--- src/rtl/aes_decrypt_iter.sv ---
// Iterative AES inverse cipher: one decryption round per clock, state held in a single 128-bit register.
// Latency: Nr edges from the accept edge to DONE; a new block can start Nr+2 cycles after the previous one.
// Backpressure: in_ready only in IDLE; plaintext is held in DONE until out_ready is seen on an edge.
//
// Ports:
//   clk, reset            - clock, synchronous active-high reset
//   in_valid / in_ready   - ciphertext handshake (accept when IDLE and in_valid)
//   ciphertext [0:127]    - input block, byte 0 at bits [0:7]
//   round_keys            - expanded key schedule, round key i at bits [128*i +: 128]; not latched
//   out_valid / out_ready - plaintext handshake (out_valid exactly while in DONE)
//   plaintext [0:127]     - decrypted block
//   round_state, round_num - debug view of the state register and the next round index
module aes_decrypt_iter #(
  parameter int Nk = 4,
  parameter int Nr = Nk + 6
) (
  input  logic                  clk,
  input  logic                  reset,
  input  logic                  in_valid,
  output logic                  in_ready,
  input  logic [0:127]          ciphertext,
  input  logic [0:128*(Nr+1)-1] round_keys,
  output logic                  out_valid,
  input  logic                  out_ready,
  output logic [0:127]          plaintext,
  output logic [0:127]          round_state,
  output logic [3:0]            round_num
);

  typedef enum logic [1:0] {IDLE, ROUND, DONE} fsm_t;

  fsm_t         fsm;
  fsm_t         fsm_next;
  logic [0:127] state;
  logic [3:0]   rnum;

  localparam logic [7:0] INV_SBOX [0:255] = '{
    8'h52, 8'h09, 8'h6a, 8'hd5, 8'h30, 8'h36, 8'ha5, 8'h38, 8'hbf, 8'h40, 8'ha3, 8'h9e, 8'h81, 8'hf3, 8'hd7, 8'hfb,
    8'h7c, 8'he3, 8'h39, 8'h82, 8'h9b, 8'h2f, 8'hff, 8'h87, 8'h34, 8'h8e, 8'h43, 8'h44, 8'hc4, 8'hde, 8'he9, 8'hcb,
    8'h54, 8'h7b, 8'h94, 8'h32, 8'ha6, 8'hc2, 8'h23, 8'h3d, 8'hee, 8'h4c, 8'h95, 8'h0b, 8'h42, 8'hfa, 8'hc3, 8'h4e,
    8'h08, 8'h2e, 8'ha1, 8'h66, 8'h28, 8'hd9, 8'h24, 8'hb2, 8'h76, 8'h5b, 8'ha2, 8'h49, 8'h6d, 8'h8b, 8'hd1, 8'h25,
    8'h72, 8'hf8, 8'hf6, 8'h64, 8'h86, 8'h68, 8'h98, 8'h16, 8'hd4, 8'ha4, 8'h5c, 8'hcc, 8'h5d, 8'h65, 8'hb6, 8'h92,
    8'h6c, 8'h70, 8'h48, 8'h50, 8'hfd, 8'hed, 8'hb9, 8'hda, 8'h5e, 8'h15, 8'h46, 8'h57, 8'ha7, 8'h8d, 8'h9d, 8'h84,
    8'h90, 8'hd8, 8'hab, 8'h00, 8'h8c, 8'hbc, 8'hd3, 8'h0a, 8'hf7, 8'he4, 8'h58, 8'h05, 8'hb8, 8'hb3, 8'h45, 8'h06,
    8'hd0, 8'h2c, 8'h1e, 8'h8f, 8'hca, 8'h3f, 8'h0f, 8'h02, 8'hc1, 8'haf, 8'hbd, 8'h03, 8'h01, 8'h13, 8'h8a, 8'h6b,
    8'h3a, 8'h91, 8'h11, 8'h41, 8'h4f, 8'h67, 8'hdc, 8'hea, 8'h97, 8'hf2, 8'hcf, 8'hce, 8'hf0, 8'hb4, 8'he6, 8'h73,
    8'h96, 8'hac, 8'h74, 8'h22, 8'he7, 8'had, 8'h35, 8'h85, 8'he2, 8'hf9, 8'h37, 8'he8, 8'h1c, 8'h75, 8'hdf, 8'h6e,
    8'h47, 8'hf1, 8'h1a, 8'h71, 8'h1d, 8'h29, 8'hc5, 8'h89, 8'h6f, 8'hb7, 8'h62, 8'h0e, 8'haa, 8'h18, 8'hbe, 8'h1b,
    8'hfc, 8'h56, 8'h3e, 8'h4b, 8'hc6, 8'hd2, 8'h79, 8'h20, 8'h9a, 8'hdb, 8'hc0, 8'hfe, 8'h78, 8'hcd, 8'h5a, 8'hf4,
    8'h1f, 8'hdd, 8'ha8, 8'h33, 8'h88, 8'h07, 8'hc7, 8'h31, 8'hb1, 8'h12, 8'h10, 8'h59, 8'h27, 8'h80, 8'hec, 8'h5f,
    8'h60, 8'h51, 8'h7f, 8'ha9, 8'h19, 8'hb5, 8'h4a, 8'h0d, 8'h2d, 8'he5, 8'h7a, 8'h9f, 8'h93, 8'hc9, 8'h9c, 8'hef,
    8'ha0, 8'he0, 8'h3b, 8'h4d, 8'hae, 8'h2a, 8'hf5, 8'hb0, 8'hc8, 8'heb, 8'hbb, 8'h3c, 8'h83, 8'h53, 8'h99, 8'h61,
    8'h17, 8'h2b, 8'h04, 8'h7e, 8'hba, 8'h77, 8'hd6, 8'h26, 8'he1, 8'h69, 8'h14, 8'h63, 8'h55, 8'h21, 8'h0c, 8'h7d
  };

  // Multiply by x in GF(2^8) modulo 0x11b.
  function automatic logic [7:0] xt(input logic [7:0] b);
    return {b[6:0], 1'b0} ^ (b[7] ? 8'h1b : 8'h00);
  endfunction

  // One InvMixColumns column; byte 0 of the column sits in [31:24].
  // The 09/0b/0d/0e multiples are built from the shared x2/x4/x8 chain.
  function automatic logic [31:0] inv_mix_col(input logic [31:0] col);
    logic [7:0] a  [4];
    logic [7:0] m9 [4];
    logic [7:0] mb [4];
    logic [7:0] md [4];
    logic [7:0] me [4];
    logic [7:0] x2, x4, x8;
    for (int i = 0; i < 4; i++) begin
      a[i]  = col[31-8*i -: 8];
      x2    = xt(a[i]);
      x4    = xt(x2);
      x8    = xt(x4);
      m9[i] = x8 ^ a[i];
      mb[i] = x8 ^ x2 ^ a[i];
      md[i] = x8 ^ x4 ^ a[i];
      me[i] = x8 ^ x4 ^ x2;
    end
    return {me[0] ^ mb[1] ^ md[2] ^ m9[3],
            m9[0] ^ me[1] ^ mb[2] ^ md[3],
            md[0] ^ m9[1] ^ me[2] ^ mb[3],
            mb[0] ^ md[1] ^ m9[2] ^ me[3]};
  endfunction

  logic [0:127] rk_cur;
  logic [0:127] shifted;
  logic [0:127] subbed;
  logic [0:127] keyed;
  logic [0:127] mixed;

  always_comb begin
    rk_cur  = round_keys[128*int'(rnum) +: 128];
    shifted = '0;
    subbed  = '0;
    mixed   = '0;
    // Byte k is row k%4, column k/4; row r rotates right by r, so the byte
    // landing in column c comes from column (c - r) mod 4.
    for (int k = 0; k < 16; k++) begin
      shifted[8*k +: 8] = state[8*(4*(((k/4) - (k%4) + 4) % 4) + (k%4)) +: 8];
    end
    for (int k = 0; k < 16; k++) begin
      subbed[8*k +: 8] = INV_SBOX[shifted[8*k +: 8]];
    end
    keyed = subbed ^ rk_cur;
    for (int c = 0; c < 4; c++) begin
      mixed[32*c +: 32] = inv_mix_col(keyed[32*c +: 32]);
    end
  end

  always_comb begin
    fsm_next = fsm;
    case (fsm)
      IDLE:    if (in_valid) fsm_next = ROUND;
      ROUND:   if (rnum == 4'd0) fsm_next = DONE;
      DONE:    if (out_ready) fsm_next = IDLE;
      default: fsm_next = IDLE;
    endcase
  end

  always_ff @(posedge clk) begin
    if (reset) fsm <= IDLE;
    else       fsm <= fsm_next;
  end

  always_ff @(posedge clk) begin
    if (reset) begin
      state <= '0;
      rnum  <= '0;
    end else if (fsm == IDLE && in_valid) begin
      state <= ciphertext ^ round_keys[128*Nr +: 128];
      rnum  <= 4'(Nr - 1);
    end else if (fsm == ROUND) begin
      // The last round (key 0) skips InvMixColumns; rnum stays at 0 afterwards.
      state <= (rnum == 4'd0) ? keyed : mixed;
      if (rnum != 4'd0) rnum <= rnum - 4'd1;
    end
  end

  assign in_ready    = (fsm == IDLE);
  assign out_valid   = (fsm == DONE);
  assign plaintext   = state;
  assign round_state = state;
  assign round_num   = rnum;

endmodule

--- config.mk ---
export PLATFORM = sky130hd
export DESIGN_NAME = aes_decrypt_iter
export DESIGN_NICKNAME = d
export VERILOG_FILES = /design/src/rtl/aes_decrypt_iter.sv
export SDC_FILE = /design/constraint.sdc
export NUM_CORES = 2
export LEC_CHECK = 0
export BUFFER_PORTS_ARGS = -buffer_cell sky130_fd_sc_hd__buf_2
export CAP_MARGIN = 20
export CORE_AREA = 2 2 701 703
export DETAILED_ROUTE_END_ITERATION = 8
export DIE_AREA = 0 0 703 705
export MAX_ROUTING_LAYER = met4
export PLACE_DENSITY = 0.42
export SLEW_MARGIN = 20
export SYNTH_ARGS = -nofsm -noshare
export SYNTH_HDL_FRONTEND = slang
export SYNTH_SLANG_ARGS = --single-unit
--- constraint.sdc ---
create_clock -name clk -period 9.88 [get_ports clk]
set_input_delay 1.482 -clock clk [delete_from_list [all_inputs] [get_ports clk]]
set_output_delay 1.482 -clock clk [all_outputs]
set_load 0.03 [all_outputs]
Word-level counts from Yosys, hierarchy flattened
Memory sizes are Yosys's and may differ from the RTL's.
Index checks and enable logic that the tools add are counted.
{"block": "word_totals", "register_bits": 134, "romBits": 32768, "input_bits": 1540, "out_inout_bits": 262, "word_cells": 354, "memories": 16}
{"name": "(name not given)", "words": 256, "word_bits": 8, "rd": 1, "rd_clocked_by_memory_dff": 0, "wr": 0, "line_no": "103", "rtl": "subbed[8*k +: 8] = INV_SBOX[shifted[8*k +: 8]];"}
{"name": "(name not given)", "words": 256, "word_bits": 8, "rd": 1, "rd_clocked_by_memory_dff": 0, "wr": 0, "line_no": "103"}
{"name": "(name not given)", "words": 256, "word_bits": 8, "rd": 1, "rd_clocked_by_memory_dff": 0, "wr": 0, "line_no": "103"}
{"name": "(name not given)", "words": 256, "word_bits": 8, "rd": 1, "rd_clocked_by_memory_dff": 0, "wr": 0, "line_no": "103"}
{"name": "(name not given)", "words": 256, "word_bits": 8, "rd": 1, "rd_clocked_by_memory_dff": 0, "wr": 0, "line_no": "103"}
{"name": "(name not given)", "words": 256, "word_bits": 8, "rd": 1, "rd_clocked_by_memory_dff": 0, "wr": 0, "line_no": "103"}
{"name": "10 more memories"}
{"block": "classes", "n_addsub": 1, "n_lt_le_gt_ge": 16, "n_eq_ne": 5, "shift": 1, "mux": 90, "n_bitwise": 211, "n_reduce_logical": 10}
{"operator": "1408-bit by 32-bit variable part select with 1409-bit output", "n": 1}
{"operator": "8-bit XOR", "n": 144}
{"operator": "128-bit 2-to-1 mux", "n": 3}
{"operator": "8-bit by 5-bit XOR with 8-bit output", "n": 48}
{"operator": "8-bit 2-to-1 mux", "n": 32}
{"operator": "128-bit XOR", "n": 2}
{"operator": "5-bit 2-to-1 mux", "n": 48}
{"operator": "9-bit greater-or-equal comparator, second input constant", "n": 16}
{"operator": "8-bit inverter with 9-bit output", "n": 16}
{"operator": "11-bit inverter with 32-bit output", "n": 1}
{"operator": "4-bit 2-to-1 mux", "n": 3}
{"operator": "2-bit 2-to-1 mux", "n": 3}
{"operator": "2-bit one-hot mux with 3 select lines", "n": 1}
{"operator": "4-bit logical NOT", "n": 1}
{"operator": "2-bit != test, second input constant", "n": 2}
{"operator": "2-bit AND reduction", "n": 2}
{"operator": "2-bit nonzero test", "n": 2}
{"operator": "4-bit nonzero test", "n": 1}
{"operator": "4-bit by 1-bit subtractor with 4-bit output, second input constant", "n": 1}
{"operator": "3-bit AND reduction", "n": 1}
{"operator": "2-bit by 1-bit == test with 1-bit output, second input constant", "n": 1}
{"operator": "2-bit == test, second input constant", "n": 1}
{"operator": "2-bit logical NOT", "n": 1}
{"operator": "2-bit by 1-bit != test with 1-bit output, second input constant", "n": 1}
{"operator": "2 further kinds", "n": 2}

Depth between registers and ports, before layout
{"block": "depth", "ltp_word": 19, "depth_mapped": 21, "mapped_depth_nobuf": 17}

Worst setup path after synthesis
Ideal clock, no wire load.
{"block": "synth_path", "kind": "register to register", "startpoint": "register state (netlist bit plaintext[93])", "endpoint": "register state (netlist bit plaintext[53])", "setup_ns": 0.095, "t_arrival_ns": 5.329, "setup_slack_ns": 4.456, "path_stages_with_launch": 22, "n_path_buf": 6, "path_cell_list": "dfxtp_1 buf_4 inv_1 buf_2 buf_2 buf_1 ha_1 clkbuf_1 nor3_1 a211oi_1 a31oi_1 mux4_2 or2_1 a211o_1 clkbuf_1 xnor2_1 xnor2_1 xnor3_1 xnor2_2 xnor2_1 nand2_1 a221oi_1"}
{"block": "synth_between", "elab_chain_len": 15}
{"item": "from (decl)", "line_no": "34", "rtl": "logic [0:127] state;"}
{"item": "from (signal assigned)", "line_no": "131", "rtl": "state <= ciphertext ^ round_keys[128*Nr +: 128];"}
{"item": "from (signal assigned)", "line_no": "135", "rtl": "state <= (rnum == 4'd0) ? keyed : mixed;"}
{"item": "8-bit inverter with 9-bit output (implied by the code) (*)", "line_no": "103"}
{"item": "memory read 256 x 8 bit (*)"}
{"item": "8-bit 2-to-1 mux (implied by the code) (*) (2 in a row)", "line_no": "103"}
{"item": "128-bit XOR (*)", "line_no": "105", "rtl": "keyed = subbed ^ rk_cur;"}
{"item": "5-bit 2-to-1 mux / 8-bit by 5-bit XOR with 8-bit output (equally long branches)", "line_no": "58", "rtl": "return {b[6:0], 1'b0} ^ (b[7] ? 8'h1b : 8'h00);"}
{"item": "8-bit by 5-bit XOR with 8-bit output / 5-bit 2-to-1 mux (equally long branches)", "line_no": "58"}
{"item": "8-bit by 5-bit XOR with 8-bit output (2 in a row)", "line_no": "58"}
{"item": "8-bit XOR", "line_no": "76", "rtl": "mb[i] = x8 ^ x2 ^ a[i];"}
{"item": "8-bit XOR (*)", "line_no": "76"}
{"item": "8-bit XOR (*)", "line_no": "82", "rtl": "md[0] ^ m9[1] ^ me[2] ^ mb[3],"}
{"item": "128-bit 2-to-1 mux (*)", "line_no": "135"}
{"item": "128-bit 2-to-1 mux (*)", "line_no": "133", "rtl": "end else if (fsm == ROUND) begin"}
{"item": "128-bit 2-to-1 mux (*)", "line_no": "130", "rtl": "end else if (fsm == IDLE && in_valid) begin"}
Every way passes the cells marked *; elsewhere a longest branch is shown, timed or not. The select of a mux whose other input is x is not followed.
A chain may end at the register's enable or synchronous reset.

Final worst setup path
{"block": "layout_path", "startpoint": "register state (netlist bit plaintext[70])", "endpoint": "register state (netlist bit plaintext[76])"}
{"block": "layout_between", "elab_chain_len": 16}
{"item": "8-bit inverter with 9-bit output (implied by the code) (*)", "line_no": "103"}
{"item": "memory read 256 x 8 bit (*)"}
{"item": "8-bit 2-to-1 mux (implied by the code) (*) (2 in a row)", "line_no": "103"}
{"item": "128-bit XOR (*)", "line_no": "105"}
{"item": "5-bit 2-to-1 mux / 8-bit by 5-bit XOR with 8-bit output (equally long branches)", "line_no": "58"}
{"item": "8-bit by 5-bit XOR with 8-bit output", "line_no": "58"}
{"item": "8-bit by 5-bit XOR with 8-bit output / 5-bit 2-to-1 mux (equally long branches)", "line_no": "58"}
{"item": "8-bit by 5-bit XOR with 8-bit output", "line_no": "58"}
{"item": "8-bit XOR (*)", "line_no": "75", "rtl": "m9[i] = x8 ^ a[i];"}
{"item": "8-bit XOR (*) (3 in a row)", "line_no": "81", "rtl": "m9[0] ^ me[1] ^ mb[2] ^ md[3],"}
{"item": "128-bit 2-to-1 mux (*)", "line_no": "135"}
{"item": "128-bit 2-to-1 mux (*)", "line_no": "133"}
{"item": "128-bit 2-to-1 mux (*)", "line_no": "130"}
Marks and branches as above.

==> impl_metrics.py <==
metrics = {
    "synth": {
        "synthArstFlopShare_pct": 0,
        "syn_area_per_cell_um2": 7.35,
        "syn_area_um2": 85200,
        "synth_seq_cells": 134,
        "synth_cell_type_count": 117,
        "yosys-top-cells-area": "mux4_2 (11%), xnor2_1 (6.2%), a21oi_1 (5.2%), ha_1 (4.6%), mux2i_1 (4.2%)",
        "ys.flop_type": "dfxtp_1",
        "ys_warn_count": 0,
        "syn_inst": 11600,
        "synth_top_cell_by_area": "mux4_2",
        "ys_seq_area_share_pct": 3.15,
        "syn_nets": 13500,
        "synth_top_area_share_pct": 10.8,
        "synth_edf_count": 0,
    },
    "setup_path": {
        "reg2reg_to": "plaintext[76]$_SDFFE_PP0P_",
        "endpoint_kind": "register",
        "crit_path_max_incr_delay_ns": 0.93,
        "slowest_stage": "nor2_1",
        "worstSetupPathType": "register to register",
        "cp_top_family": "XOR/XNOR gates",
        "cp_cell_sequence": "buf_4 -> inv_1 -> ha_1 -> nor2_1 -> a21oi_1 -> mux4_2 -> a211oi_1 -> a221oi_1 -> xnor2_2 -> xor2_2 -> xor2_1 -> xnor3_1 -> xnor2_1 -> xnor2_1 -> o21ai_1 -> a211oi_1",
        "r2r_cells": 16,
        "start_kind": "register",
        "path_buf_inv": 2,
        "crit_fanout": 26,
        "ff2ff_setup_slack_ns": 2.90,
        "arrival_ns": 7.39,
        "crit_required_ns": 10.29,
        "rr_startpoint": "plaintext[70]$_SDFFE_PP0P_",
    },
    "sta": {
        "finalClockSkew_ns": 0.0310,
        "relSlewSlack_pct": 15.1,
        "fin_crit_ns": 6.98,
        "setup_ws_ns": 2.90,
        "drv_slew": 0,
        "fmax_ghz": 0.143,
        "min_period_over_period_pct": 70.7,
        "tns_ns": 0,
        "tightest_slew_ns": 1.27,
        "setup_viol": 0,
        "rsz0062_at_grt": "no",
        "hold_viol": 0,
    },
    "place": {
        "numPortBuffers": 1801,
        "gp_congestion": 1.06,
        "pre_cts_ws_ns": 3.13,
        "place_hpwl_um": 679000,
        "placed_area_um2": 98800,
        "dp.cells": 18900,
    },
    "clock_tree": {
        "cts_buffers": 17,
        "cts.sinks": 134,
        "clock_path_buffers": 2,
        "cts_tree": "done",
        "cts_htree_levels": 4,
        "ctsHoldBuffers": 0,
        "cts_resized": 0,
        "cts.clk_slew.worst_paths_ns": 0.09,
        "clock-root-buffer": "clkbuf_16",
        "post_cts_buffers": 0,
        "clock_latency_ns": 0.57,
    },
    "detailed_routing": {
        "via_count": 112000,
        "ant_nets": 0,
        "drtIter0Drc": 17900,
        "met3_length_um": 97100,
        "via_per_inst": 5.67,
        "routed.top_layer": "met4",
        "wl_met2_um": 351000,
        "drtPass1Iterations": 9,
        "wirelength_met1_um": 331000,
        "wl_per_cell_um": 42.3,
        "drc": 0,
        "drt_wl_total_um": 837000,
    },
    "worst_hold_path": {
        "min_delay_path_depth": 2,
        "hp-class": "register to register",
        "hold_start": "plaintext[27]$_SDFFE_PP0P_",
        "hold_end": "plaintext[27]$_SDFFE_PP0P_",
    },
    "outcome": {
        "status": "finished, final reports clean",
    },
    "flow_run": {
        "drv_cap": 0,
    },
    "grt": {
        "overflow": 0,
        "grt_max_degree": 147,
        "grt_usage_pct": 32.9,
        "antenna_found_initial": 359,
        "first_global_vias": 101000,
        "grt_pass1_wl_um": 1070000,
    },
    "floorplanning": {
        "initial_core_util_pct": 17.5,
        "die_h_um": 705,
        "die_area_um2": 496000,
        "rows": 257,
        "die_w_um": 703,
        "ios": 1802,
        "coreArea_um2": 488000,
    },
    "finish": {
        "nFillCells": 55900,
        "fin_area_um2": 102000,
        "fin_cells": 19800,
        "final_nets": 14300,
        "drive_above_1_share_pct": 25.0,
        "syn_to_final_growth_pct": 19.3,
    },
}
## worst max path at each step
stage	from	to	depth (start not counted)
final	plaintext[70]$_SDFFE_PP0P_	plaintext[76]$_SDFFE_PP0P_	16
after global routing	plaintext[23]$_SDFFE_PP0P_	plaintext[68]$_SDFFE_PP0P_	17
after CTS	plaintext[70]$_SDFFE_PP0P_	plaintext[73]$_SDFFE_PP0P_	16
after detailed placement	plaintext[70]$_SDFFE_PP0P_	plaintext[73]$_SDFFE_PP0P_	16
after global placement	plaintext[70]$_SDFFE_PP0P_	plaintext[73]$_SDFFE_PP0P_	16
after floorplan	plaintext[93]$_SDFFE_PP0P_	plaintext[53]$_SDFFE_PP0P_	21
## per-stage QoR
stage | hold slack, ns | util (%)
floorplan | 0.676 | -
global placement | 0.460 | 20.2
detailed placement | 0.462 | 20.2
CTS | 0.477 | 20.4
global route | 0.493 | 20.8
finish | 0.475 | 20.8
## cells in the final DEF, fill, tap and decap left out, types with 248 or more instances in the layout
cell type / count
a211oi_1: 258
a21oi_1: 884
buf_2: 1800
buf_4: 444
diode_2: 909
ha_1: 315
mux2i_1: 350
mux4_2: 410
nand2_1: 746
nand2b_1: 371
nand3_1: 248
nor2_1: 782
nor2b_1: 300
nor3_1: 358
o21ai_0: 699
xnor2_1: 597
xor2_1: 323
## cells by family (layout without fill, tap and decap cells)
kind of cell,Yosys count,after routing,synth area share (%)
AO/OA/AOI/OAI,4150,4150,33.6
XOR/XNOR,1055,1055,12.5
adder cells (fa/ha/maj),315,315,4.62
buffers and inverters,1670,2496,9.88
flip-flops,134,134,3.15
multiplexers,824,824,15.8
other,0,909,0
AND/OR/NAND/NOR,3451,3451,20.3
## state kept, by name, summed over array words and instances (netlist names)
register and count:
fsm 2, plaintext 128, round_num 4
## synth_stat cells, drive strengths merged (248+ instances only)
cell and number:
a211oi 264, xor2 353, nor2b 302, mux4 413
nand2 750, nand2b 372, xnor2 625, clkbuf 589
o21ai 713, nand3 248, nor3 358, mux2i 355
nor2 794, ha 315, buf 877, a21oi 886
## tightest hold or removal path, stage by stage (launching register included)
cell and delay [ns]:
dfxtp_2 0.33, clkinv_1 0.05, a211oi_1 0.06
## final cells by class
class | instances | area, um^2 | area share (%)
well taps | 6475 | 8100 | 7.97
repair buffers | 2260 | 12600 | 12.4
multi-input cells | 9795 | 74400 | 73.2
diodes | 909 | 2270 | 2.24
clock inverters | 14 | 196 | 0.193
flip-flops and latches | 134 | 2870 | 2.82
inverters | 204 | 773 | 0.760
clock buffers | 18 | 429 | 0.422
## per-layer routing
metal	global-route usage (%)	vias to the layer above
met3	11.2	1238
met1	40.2	56300
li1	-	46800
met4	18.2	0
met5	-	-
met2	47.0	7970
Power is not shown: default switching activity piles up to over one toggle a cycle in this logic, so the estimate is an artifact.
